**src/rtl/pipeline_hazard_ctrl.sv**
```systemverilog
// Hazard/stall controller for a 5-stage in-order pipeline: load-use interlock,
// taken-branch flush, data-memory wait with timeout fault, and stall accounting.
module pipeline_hazard_ctrl #(
  parameter int MEM_TIMEOUT = 8,
  parameter int CNT_W       = 16
) (
  input  logic             clk,
  input  logic             reset,
  input  logic [4:0]       id_rs,
  input  logic [4:0]       id_rt,
  input  logic             id_uses_rs,
  input  logic             id_uses_rt,
  input  logic             ex_load,
  input  logic [4:0]       ex_rd,
  input  logic             branch_taken,
  input  logic             mem_req,
  input  logic             mem_ready,
  output logic             pc_le,
  output logic             if_id_le,
  output logic             id_ex_le,
  output logic             ex_mem_le,
  output logic             if_id_flush,
  output logic             id_ex_bubble,
  output logic             mem_wb_bubble,
  output logic             fault,
  output logic [CNT_W-1:0] stall_cnt
);

  localparam int WAIT_W = $clog2(MEM_TIMEOUT + 1);

  typedef enum logic [1:0] {
    RUN      = 2'd0,
    MEM_WAIT = 2'd1,
    FAULT    = 2'd2
  } state_t;

  state_t             state_q, state_d;
  logic [WAIT_W-1:0]  wait_q, wait_d;
  logic               fault_q, fault_d;
  logic [CNT_W-1:0]   stall_cnt_q, stall_cnt_d;

  logic               mem_stall;
  logic               load_use;
  logic [4:0]         src_reg [2];
  logic [1:0]         src_used;
  logic [1:0]         src_hit;

  assign src_reg[0]  = id_rs;
  assign src_reg[1]  = id_rt;
  assign src_used[0] = id_uses_rs;
  assign src_used[1] = id_uses_rt;

  // One comparator per source operand against the load destination in EX.
  genvar gi;
  generate
    for (gi = 0; gi < 2; gi++) begin : g_src_cmp
      assign src_hit[gi] = src_used[gi] & (src_reg[gi] == ex_rd);
    end
  endgenerate

  assign mem_stall = mem_req & ~mem_ready;
  // r0 is hardwired zero, so a load targeting it never creates a dependency.
  assign load_use  = ex_load & (ex_rd != 5'd0) & (|src_hit);

  always_comb begin
    pc_le         = 1'b0;
    if_id_le      = 1'b0;
    id_ex_le      = 1'b0;
    ex_mem_le     = 1'b0;
    if_id_flush   = 1'b0;
    id_ex_bubble  = 1'b0;
    mem_wb_bubble = 1'b0;
    if (reset || state_q == FAULT) begin
      pc_le = 1'b0;
    end else if (mem_stall) begin
      mem_wb_bubble = 1'b1;
    end else if (load_use) begin
      // Hold PC and IF/ID, let the load advance and insert one bubble behind it.
      id_ex_le     = 1'b1;
      ex_mem_le    = 1'b1;
      id_ex_bubble = 1'b1;
    end else begin
      pc_le       = 1'b1;
      if_id_le    = 1'b1;
      id_ex_le    = 1'b1;
      ex_mem_le   = 1'b1;
      if_id_flush = branch_taken;
    end
  end

  always_comb begin
    state_d     = state_q;
    wait_d      = wait_q;
    fault_d     = fault_q;
    stall_cnt_d = stall_cnt_q;
    case (state_q)
      RUN: begin
        if (mem_stall) begin
          state_d = MEM_WAIT;
          wait_d  = WAIT_W'(1);
        end
      end
      MEM_WAIT: begin
        if (!mem_stall) begin
          state_d = RUN;
          wait_d  = '0;
        end else if (wait_q == WAIT_W'(MEM_TIMEOUT)) begin
          state_d = FAULT;
          fault_d = 1'b1;
        end else begin
          wait_d = wait_q + WAIT_W'(1);
        end
      end
      FAULT: begin
        fault_d = 1'b1;
      end
      default: begin
        state_d = RUN;
        wait_d  = '0;
      end
    endcase
    if (!pc_le && stall_cnt_q != {CNT_W{1'b1}}) begin
      stall_cnt_d = stall_cnt_q + CNT_W'(1);
    end
  end

  always_ff @(posedge clk) begin
    if (reset) begin
      state_q     <= RUN;
      wait_q      <= '0;
      fault_q     <= 1'b0;
      stall_cnt_q <= '0;
    end else begin
      state_q     <= state_d;
      wait_q      <= wait_d;
      fault_q     <= fault_d;
      stall_cnt_q <= stall_cnt_d;
    end
  end

  assign fault     = fault_q;
  assign stall_cnt = stall_cnt_q;

endmodule

```
**config.mk**
```make
export PLATFORM = sky130hd
export DESIGN_NAME = pipeline_hazard_ctrl
export DESIGN_NICKNAME = d
export VERILOG_FILES = /design/src/rtl/pipeline_hazard_ctrl.sv
export SDC_FILE = /design/constraint.sdc
export NUM_CORES = 1
export LEC_CHECK = 0
export ABC_AREA = 1
export CAP_MARGIN = 40
export CORE_MARGIN = 2
export CORE_UTILIZATION = 30
export CTS_CLUSTER_DIAMETER = 120
export CTS_CLUSTER_SIZE = 24
export DETAILED_ROUTE_END_ITERATION = 10
export HOLD_SLACK_MARGIN = 0.02
export MAX_ROUTING_LAYER = met4
export PLACE_DENSITY = 0.52
export SLEW_MARGIN = 40
export SYNTH_ARGS = -nofsm -noshare
export SYNTH_HDL_FRONTEND = slang
export SYNTH_SLANG_ARGS = --single-unit
```
**constraint.sdc**
```tcl
create_clock -name clk -period 2.04 [get_ports clk]
set_input_delay 0.408 -clock clk [delete_from_list [all_inputs] [get_ports clk]]
set_output_delay 0.408 -clock clk [all_outputs]
set_load 0.03 [all_outputs]
```
======== Word-level counts from Yosys, hierarchy flattened ========
Index checks and enable logic that the tools add are counted.
storage, ports and cells
  register bits ........................... 23
  logic and storage cells ................. 58
operators by class
  add/subtract/negate cells ............... 2
  equal/unequal tests ..................... 11
  muxes and demuxes ....................... 24
  bitwise operators ....................... 7
  reduce and logical (&&, ||, !) cells .... 10
operators with widths
  operator               number
  $add 16x1->16 const B  1
  $ne 16x16->1 const B   1
  $mux 1                 15
  $mux 4                 3
  $pmux 4 s3             1
  $eq 5x5->1             2
  $reduce_and 3->1       3
  $mux 2                 3
  $ne 2x2->1 const B     3
  $ne 3x3->1 const B     2
  $pmux 2 s3             1
  $and 1x1->1            5
  $reduce_bool 5->1      1
  $add 4x1->4 const B    1
  $eq 4x4->1 const B     1
  $eq 2x1->1 const B     1
  $eq 2x2->1 const B     1
  $logic_not 2->1        1
  $not 1->1              2
  $pmux 1 s2             1
  $reduce_bool 2->1      1
  $reduce_or 2->1        1
  $logic_and 1x1->1      1
  $logic_not 1->1        1
  $logic_or 1x1->1       1

======== Logic depth before layout (Yosys ltp) ========
Gate-level depths: netlist (run 1).
  word-level depth ........................ 9
  gate-level depth with buffers ........... 13

======== Worst setup path before layout (run 1) ========
OpenSTA, ideal clock, no wires.
  path type ............................... input -> output
  start ................................... input reset
  end ..................................... output if_id_flush
  arrival time ............................ 2.009 ns
  data required time ...................... 1.632 ns
  path slack .............................. -0.377 ns
  stages .................................. 7
  path buffers ............................ 2
  path through ............................ nor2_1 -> inv_1 -> nor2_1 -> nand2_1 -> buf_4 -> buf_2 -> nor2_1
between the ends
  word-level cells in the longest chain between the ends .. 2
RTL lines
  item              RTL line  RTL
  start, declared   8         input logic reset,
  $logic_or 1x1->1  73        if (reset || state_q == FAULT) begin
  $mux 1            73
  end, declared     22        output logic if_id_flush,
Every way passes these cells.

======== Worst setup path in the final report (run 1) ========
  start ................................... input id_uses_rt
  end ..................................... output if_id_le
between the ends
  word-level cells in the longest chain between the ends .. 6
RTL lines
  item             RTL line  RTL
  start, declared  12        input logic id_uses_rt,
  $and 1x1->1      57        assign src_hit[gi] = src_used[gi] & (src_reg[gi] == ex_rd);
  $reduce_or 2->1  63        assign load_use = ex_load & (ex_rd != 5'd0) & (|src_hit);
  $and 1x1->1      63
  $mux 1           77        end else if (load_use) begin
  $mux 1           75        end else if (mem_stall) begin
  $mux 1           73
  end, declared    19        output logic if_id_le,
Every way passes these cells.

==> results of run 1 <==
power by group through the flow:
stage | Combinational, mW | Sequential (mW) | Clock [mW]
after floorplan | 0.112 | 0.485 | 0
after global placement | 0.222 | 0.475 | 0
after detailed placement | 0.222 | 0.474 | 0
after CTS | 0.216 | 0.464 | 0.313
after global routing | 0.240 | 0.465 | 0.316
final | 0.215 | 0.464 | 0.295
cells in the mapped netlist, drive strengths merged:
cell,count
a211oi,1
clkbuf,1
a21oi,18
nand3,27
nor2,30
dfxtp,23
a22oi,1
nand2,71
clkinv,1
buf,8
xnor2,4
nor3,8
xor2,10
o21ai,6
ha,3
nand4,3
inv,35
registers in the layout, summed over array words and instances (netlist names):
name and flops:
stall_cnt 16, wait_q 4, state_q 2, fault 1
path summary, 6_finish.rpt:
check | startpoint | end | slack (ns)
worst max-delay path | id_uses_rt | if_id_le | 0.11
worst max register to register | stall_cnt[0]$_SDFFE_PP0P_ | stall_cnt[1]$_SDFFE_PP0P_ | 0.33
worst min register to register | fault$_SDFFE_PP0P_ | fault$_SDFFE_PP0P_ | 0.48
worst min-delay path | fault$_SDFFE_PP0P_ | fault$_SDFFE_PP0P_ | 0.48
area by class of cell:
| class | instances | area [um^2] | area share |
|---|---|---|---|
| multi-input cells | 182 | 969.7 | 0.4315 |
| repair buffers | 61 | 549.3 | 0.2444 |
| flip-flops and latches | 23 | 460.4 | 0.2049 |
| inverters | 36 | 135.1 | 0.06013 |
| well taps | 70 | 87.58 | 0.03898 |
| clock buffers | 4 | 45.04 | 0.02004 |
per-layer routing:
metal	track usage	wire, um
met5	-	0
met4	0.05091	52
met3	0.02353	156
met2	0.2456	1837
met1	0.1866	1970
worst min-delay path: cells and delay by family (launching register included):
kind	cells	cell delay, ns
AND/OR/NAND/NOR	1	0.05
AO/OA/AOI/OAI	1	0.07
flip-flops	1	0.33
kinds of logic after synthesis:
| group | count (synthesis) |
|---|---|
| buf+inv | 45 |
| flops | 23 |
| compound gates | 26 |
| simple gates | 139 |
| xor+xnor | 14 |
| fa+ha+maj | 3 |
layout by cell type, fill, tap and decap left out, types with 2 or more instances in the layout:
master | synthesis | final
clkbuf_8 | 0 | 3
nor2_2 | 0 | 2
nor2_1 | 30 | 27
nand3_1 | 27 | 27
dlygate4sd2_1 | 0 | 15
nand2_4 | 2 | 3
dfxtp_1 | 23 | 23
inv_1 | 22 | 22
xnor2_1 | 4 | 4
inv_2 | 13 | 13
o21ai_0 | 5 | 5
a21oi_2 | 10 | 10
nand2_1 | 69 | 67
clkdlybuf4s50_1 | 0 | 24
a21oi_1 | 8 | 8
nor3_2 | 2 | 3
xor2_1 | 10 | 10
ha_1 | 3 | 3
nor3_1 | 5 | 4
buf_4 | 3 | 21
nand4_1 | 3 | 3
repair_timing:
item                                    in CTS  in global routing
endpoints found under the hold margin        0                  0
buffers inserted                             0                  1
pin swaps                                    8                  5
gates resized for setup                     19                  1
endpoints found under the setup margin       4                  6
metrics by stage:
step,power [mW],area (um^2),instances,util
6_report,0.9742,2247,376,0.4400
5_1_grt,1.021,2247,376,0.4400
4_1_cts,0.9934,2237,375,0.4380
3_5_place_dp,0.6969,2196,371,0.4299
3_3_place_gp,0.6969,2196,371,0.4299
2_1_floorplan,0.5969,1604,250,-
==> qor.csv, run 1 <==
metric,value,unit
Total Routing Usage GR,0.1494,
pin count of the biggest net entering global routing,20,
Rows,26,
# setup viols final,0,
Pint,0.6912,mW
CP endpoint kind,primary output,
worst endpoint required time,1.63,ns
post-route minimum period,1.933,ns
clock slew at reported path FFs,0.08,ns
fmax,0.5172,GHz
area share of and/or/nand/nor cells after synthesis,0.3823,
Area Growth Syn to Fin,40.97,%
Ys Warns,0,
Cells after Synth,250,
core footprint,0.005107,mm^2
Worst Reg-to-Reg Cells,9,
Max H-tree Level,1,
Yosys top cell area share,0.2889,
maximum VDD drop,0.3812,mV
clock power share,0.303,
clock latency reported for the late side of the worst-skew pair,0.27,ns
sw frac,0.2905,
Initial Util,0.3121,
Post-Syn Nets,276,
status,completed,
Final Max Slew Viols,0,
grt total ovfl,0,
compound-cell area share of the yosys netlist,0.1083,
post-synthesis sequential area ratio,0.2889,
Flop pwr share,0.476,
Mean Syn Cell Area,6.376,um^2
Antenna Nets Post-Route,0,
synthesized flop and latch total,23,
setup tns final,0,ns
Max clock buf depth,2,
switching power,0.2830,mW
CTS Buf Count,3,
pwr/cell area,433.5,mW/mm^2
share of cells above drive strength 1,0.1928,
Post-Syn Area,0.001594,mm^2
IO Pins,47,
largest area contributor in the netlist,dfxtp_1,
DRC,0,
Synth Area in XOR/XNOR,0.07692,
CP Max Fanout,3,
WL per Instance,10.68,um
HPWL Detailed,3178,um
drt total wl,4016,um
Relative slew margins,0.7792,
TritonCTS clock tree,built,
crit path launch type,input port,
global-route wire length before repair,7141,um
CP most frequent cell,nand2_1,
DR iter-0 viols,69,
Pleak,0.9669,nW
HP Class,reg2reg,
unrepaired setup endpoints after global routing,true,
# diodes,0,
setup ws final,0.1066,ns
cts hold-fix bufs,0,
TritonRoute pass-1 iters,4,
Critical Path Stages,9,
largest family of logic cells by synthesized area,simple AND/OR/NAND/NOR gates,
clock skew,0.003767,ns
Filler Cell Count,591,
routability cong.,0.8422,
final hold vios,0,
initial antenna violation count,0,
combinational power share,0.221,
clk root buf,clkbuf_8,
critical-path cell list,"clkdlybuf4s50_1, nand2_1, nor2_1, nand3_1, nand2_1, nand2_2, nand2_4, inv_2, buf_4",
IO buf count,46,
Top delay family on crit path,buffers and inverters,
Worst-Margin Slew,0.3301,ns
critical path's slowest cell,clkdlybuf4s50_1,
unique cell type count in the Yosys netlist,26,
vias per inst,4.394,
CP bufs+invs,3,
fin crit share,0.9477,
via count,1652,
die area,0.005913,mm^2
pre-CTS setup slack,-0.2361,ns
die outline width,76.90,um
largest stage delay on the critical path,0.45,ns
die span in y,76.90,um
Crit Path Category,in2out,
Post-Synth Adder-Cell Area,0.02355,
Hold Slack,0.4816,ns
number of max-cap violations,0,
vias in the first global route,1589,
Sink Count,23,
proportion of synthesized area in mux cells,0,
final net count,333,
Hold Path Stages,2,
top post-synthesis cells by area,"dfxtp_1, nand2_1, nand3_1",
Critical Path AT,1.53,ns
No activity file was read; power rests on OpenSTA's default activity.
==> inputs of run 2 (changes only) <==
Settings changed: PLACE_DENSITY 0.52 to 0.54.
Clock period 2.04 ns to 1.7 ns, I/O delays scaled along.
==> qor.csv, run 2 (synthesis gave the netlist of run 1 again) <==
metric,value,unit,change
clock latency reported for the late side of the worst-skew pair,0.26,ns,about the same
multi-input logic area,0.001102,mm^2,+14%
pre-CTS setup slack,-0.4194,ns,-0.1833 ns
Max clock buf depth,2,,unchanged
die outline width,76.90,um,unchanged
vias in the first global route,1694,,+6.6%
clk root buf,clkbuf_8,,
combinational power share,0.246,,+0.025
Antenna Nets Post-Route,0,,unchanged
worst endpoint required time,1.85,ns,+0.22 ns
Critical Path AT,1.81,ns,+0.28 ns
final hold vios,0,,unchanged
Final Max Slew Viols,0,,unchanged
TritonRoute pass-1 iters,5,,+1
Total Routing Usage GR,0.1600,,+0.01057
cts hold-fix bufs,0,,unchanged
R2R Path End,stall_cnt[4]$_SDFFE_PP0P_,,
DR iter-0 viols,77,,+12%
pwr/cell area,471.3,mW/mm^2,+8.7%
Initial Util,0.3121,,unchanged
most frequent cells in the layout,"nand2_1, buf_4, nor2_1",,
r2r startpoint,stall_cnt[1]$_SDFFE_PP0P_,,
FF+latch area,480.5,um^2,+4.3%
"setup slack, reg-to-reg",0.05,ns,-0.28 ns
status,completed,,
die area,0.005913,mm^2,unchanged
unrepaired setup endpoints after global routing,true,,
Rows,26,,unchanged
Sink Count,23,,unchanged
switching power,0.3520,mW,+24%
clock slew at reported path FFs,0.09,ns,about the same
final net count,351,,+5.4%
fin crit share,0.9730,,
Max H-tree Level,1,,unchanged
hold_sp,fault$_SDFFE_PP0P_,,
CP Max Fanout,6,,+3
CP endpoint kind,flip-flop,,
# diodes,0,,unchanged
clock power share,0.285,,-0.018
core footprint,0.005107,mm^2,unchanged
Hold Path Stages,2,,unchanged
Worst Reg-to-Reg Cells,9,,unchanged
Filler Cell Count,549,,-7.1%
global-route wire length before repair,7590,um,+6.3%
share of cells above drive strength 1,0.3704,,+0.1776
max FFs per register,16,,unchanged
IO buf count,46,,unchanged
Area Growth Syn to Fin,58.63,%,
number of max-cap violations,0,,unchanged
clock skew,0.006618,ns,+0.002851 ns
via count,1740,,+5.3%
drt total wl,4368,um,+8.8%
IO Pins,47,,unchanged
"commonest non-fill, non-tap cell in the layout",nand2_1,,
routability cong.,0.8100,,-3.8%
fmax,0.6046,GHz,
HP Class,reg2reg,,
vias per inst,4.416,,+0.51%
crit path launch type,flip-flop,,
grt total ovfl,0,,unchanged
Pleak,1.177,nW,+22%
maximum VDD drop,0.3635,mV,-4.7%
Final Core Density,0.4951,,+0.05512
initial antenna violation count,0,,unchanged
die span in y,76.90,um,unchanged
Worst-Margin Slew,0.3202,ns,-0.009968 ns
DRC,0,,unchanged
Relative slew margins,0.7874,,+0.008182
Hold Slack,0.4653,ns,-0.01627 ns
Hold Path Sink,fault$_SDFFE_PP0P_,,
pin count of the biggest net entering global routing,20,,unchanged
post-route minimum period,1.654,ns,
total power,1.192,mW,+22%
sw frac,0.2954,,+0.004867
# setup viols final,0,,unchanged
Crit Path Category,reg2reg,,
setup ws final,0.04598,ns,-0.06066 ns
Flop pwr share,0.469,,-0.007
TritonCTS clock tree,built,,
setup tns final,0,ns,unchanged
HPWL Detailed,3309,um,+4.1%
Pint,0.8397,mW,+21%
CTS Buf Count,3,,unchanged
WL per Instance,11.09,um,+3.8%
==> run 2: cell count changes in the layout (fill, tap and decap cells not counted), sizes merged <==
cell / change
buf: +22
clkbuf: +6
clkdlybuf4s15: +4
clkdlybuf4s50: -20
clkinv: +1
dlygate4sd2: +5
==> run 2: power by group through the flow <==
| stage | sequential [mW] | combinational [mW] | clock, mW |
|---|---|---|---|
| 3_3_place_gp | 0.570 | 0.292 | 0 |
| 6_report | 0.559 | 0.293 | 0.339 |
| 3_5_place_dp | 0.571 | 0.295 | 0 |
| 2_1_floorplan | 0.584 | 0.150 | 0 |
| 5_1_grt | 0.561 | 0.323 | 0.372 |
| 4_1_cts | 0.558 | 0.291 | 0.358 |
==> run 2: layer usage <==
layer	track usage	vias up	routed length [um]
li1	-	932	-
met1	0.1869	769	1979
met2	0.2860	33	2185
met3	0.02824	6	141
met4	0.03455	0	62
met5	-	-	0
==> run 2: metrics by stage <==
stage	instances	cell area [um^2]
after CTS	389	2414
after global routing	394	2529
final	394	2529
after detailed placement	384	2361
after global placement	384	2361
after floorplan	250	1685
==> run 2: area by class of cell <==
| class | instances | share of cell area |
|---|---|---|
| timing repair buffer | 79 | 0.2647 |
| inverter | 36 | 0.05641 |
| multi-input combinational | 182 | 0.4359 |
| tap | 70 | 0.03464 |
| clock buffer | 3 | 0.01633 |
| sequential | 23 | 0.1900 |
| clock inverter | 1 | 0.001979 |
==> run 2: how the worst max path moves through the flow <==
stage                                   start                          to  slack, ns  depth (start not counted)
floorplan           stall_cnt[1]$_SDFFE_PP0P_  stall_cnt[10]$_SDFFE_PP0P_      -0.06                         10
global placement                     ex_rd[2]                 if_id_flush      -0.45                         10
detailed placement                   ex_rd[4]                 if_id_flush      -0.42                         12
CTS                   state_q[1]$_SDFFE_PP0P_                 if_id_flush      -0.01                          9
global route        stall_cnt[1]$_SDFFE_PP0P_   stall_cnt[1]$_SDFFE_PP0P_      -0.05                          9
finish              stall_cnt[1]$_SDFFE_PP0P_   stall_cnt[4]$_SDFFE_PP0P_       0.05                          9
==> run 2: critical path: stages, from the launching register on <==
cell and delay, ns:
dfxtp_4 0.37, ha_4 0.14, nand3_4 0.07, nor3_4 0.14
nand2_2 0.09, nor3_4 0.23, nand2_4 0.14, clkbuf_16 0.19
nand3_1 0.11, a21oi_2 0.06
==> run 2: timing repair <==
action	4_1_cts	5_1_grt
setup buffers	2	5
cloned	0	1
gates resized for setup	73	31
setup endpoints to repair	38	21
pin swaps	26	16
==> inputs of run 3 (changes only) <==
Settings changed: CORE_UTILIZATION 30 to 43, PLACE_DENSITY 0.54 to 0.74.
==> qor.csv, run 3 (synthesis gave the netlist of run 1 again) <==
metric,value,unit,change
status,completed,,
TritonRoute pass-1 iters,5,,unchanged
HP Class,reg2reg,,
IO Pins,47,,unchanged
HPWL Detailed,3067,um,-7.3%
Total Routing Usage GR,0.2048,,+0.04478
core footprint,0.003606,mm^2,-29%
vias in the first global route,1577,,-6.9%
most frequent cells in the layout,"nand2_1, buf_4, nor2_1",,
maximum VDD drop,0.3797,mV,+4.5%
Initial Util,0.4421,,+0.1300
"Cell Area, Placed",0.002354,mm^2,-0.32%
initial antenna violation count,0,,unchanged
Area Growth Syn to Fin,62.64,%,
critical path's slowest cell,dfxtp_4,,
IO buf count,46,,unchanged
# setup viols final,0,,unchanged
drt total wl,4505,um,+3.1%
total power,1.235,mW,+3.6%
die outline width,64.89,um,-16%
CP most frequent cell,nor3_4,,
CTS Buf Count,3,,unchanged
post-route minimum period,1.673,ns,+0.01926 ns
DRC,0,,unchanged
Final Max Slew Viols,0,,unchanged
final net count,351,,unchanged
TritonCTS clock tree,built,,
Critical Path AT,1.83,ns,+0.02 ns
Rows,22,,-15%
vias per inst,4.914,,+11%
worst endpoint required time,1.86,ns,about the same
grt total ovfl,0,,unchanged
die span in y,64.89,um,-16%
# diodes,0,,unchanged
cts hold-fix bufs,0,,unchanged
largest stage delay on the critical path,0.37,ns,about the same
via count,1828,,+5.1%
Sink Count,23,,unchanged
DR iter-0 viols,84,,+9.1%
share of cells above drive strength 1,0.4105,,+0.04012
fmax,0.5976,GHz,-1.2%
"commonest non-fill, non-tap cell in the layout",nand2_1,,
pin count of the biggest net entering global routing,20,,unchanged
max FFs per register,16,,unchanged
clock slew at reported path FFs,0.09,ns,about the same
crit path launch type,flip-flop,,
Pleak,1.236,nW,+4.9%
Top delay family on crit path,simple AND/OR/NAND/NOR gates,,
Worst-Margin Slew,0.3142,ns,-0.006018 ns
Antenna Nets Post-Route,0,,unchanged
Max clock buf depth,2,,unchanged
CP bufs+invs,1,,unchanged
clock skew,0.009403,ns,+0.002785 ns
setup tns final,0,ns,unchanged
routability cong.,0.8541,,+5.4%
CP Max Fanout,5,,-1
number of max-cap violations,0,,unchanged
Relative slew margins,0.7902,,+0.002823
pwr/cell area,476.3,mW/mm^2,+1.1%
Max H-tree Level,1,,unchanged
clock latency reported for the late side of the worst-skew pair,0.28,ns,+0.02 ns
die area,0.004210,mm^2,-29%
CP endpoint kind,flip-flop,,
final instance area,0.002592,mm^2,+2.5%
final hold vios,0,,unchanged
WL per Instance,12.11,um,+9.2%
Crit Path Category,reg2reg,,
unrepaired setup endpoints after global routing,true,,
global-route wire length before repair,6679,um,-12%
clk root buf,clkbuf_8,,
critical-path cell list,"ha_4, nand3_4, nor3_4, nand2_2, nor3_4, nand2_4, clkbuf_16, nand3_2, a21oi_2",,
fin crit share,0.9843,,+0.01133
-- run 3: cell types whose count changed in the layout (fill, tap and decap cells not counted), moves of 3 or more --
cell            before  now
buf_2                5    8
buf_6                7   15
clkbuf_2             6    0
dlygate4sd2_1       20   17
dlymetal6s2s_1       0    3
nand2_1             65   61
nand2_2              2    7
nand3_1             17   11
nand3_2              9   14
-- run 3: path summary, 6_finish.rpt --
path | start | end | slack [ns] | depth (start not counted)
hold reg to reg | fault$_SDFFE_PP0P_ | fault$_SDFFE_PP0P_ | 0.47 | 2
setup reg to reg | stall_cnt[0]$_SDFFE_PP0P_ | stall_cnt[8]$_SDFFE_PP0P_ | 0.03 | 9
setup / recovery | stall_cnt[0]$_SDFFE_PP0P_ | stall_cnt[8]$_SDFFE_PP0P_ | 0.03 | 9
hold / removal | fault$_SDFFE_PP0P_ | fault$_SDFFE_PP0P_ | 0.47 | 2
-- run 3: layout make-up --
| class | count | area [um^2] |
|---|---|---|
| clock inverters | 1 | 5.005 |
| repair buffers | 79 | 718.2 |
| inverters | 36 | 147.6 |
| clock buffers | 3 | 41.29 |
| well taps | 48 | 60.06 |
| fillers | 297 | 1013 |
| multi-input cells | 182 | 1140 |
| flip-flops and latches | 23 | 480.5 |
-- run 3: stage by stage --
step                      cells  utilization  hold WS [ns]  setup slack, ns
after global placement      363       0.6527        0.4512          -0.3986
final                       372       0.7189        0.4725          0.02671
after floorplan             250            -        0.4715         -0.06272
after CTS                   370       0.6502        0.4841        -0.005803
after global routing        372       0.7189        0.5079         -0.03876
after detailed placement    363       0.6527        0.4535          -0.4044
-- run 3: routing by layer --
layer | global-route usage | share of wire
met4 | 0.05585 | 0.016
met1 | 0.2386 | 0.42
met3 | 0.03125 | 0.041
met5 | - | 0
met2 | 0.3647 | 0.52
-- run 3: power breakdown --
part	switching, mW	leakage [nW]	internal (mW)	total, mW
combinational	0.172	1.02	0.144	0.315
sequential	0.0109	0.192	0.549	0.560
clock	0.195	0.0255	0.164	0.360
total	0.378	1.24	0.857	1.23
-- run 3: repair_timing --
action                     in CTS  in global routing
gates cloned                    0                  1
setup buffers                   3                  3
pin swaps                      27                 26
setup endpoints to repair      36                 25
resized for setup              83                 56
hold endpoints to repair        0                  0
-- run 3: worst register-to-register path, stage by stage, from the launching register on --
cell and delay, ns:
dfxtp_4 0.37, ha_4 0.14, nand3_4 0.08, nor3_4 0.15, nand2_2 0.09, nor3_4 0.25
nand2_4 0.15, clkbuf_16 0.20, nand3_2 0.08, a21oi_2 0.06
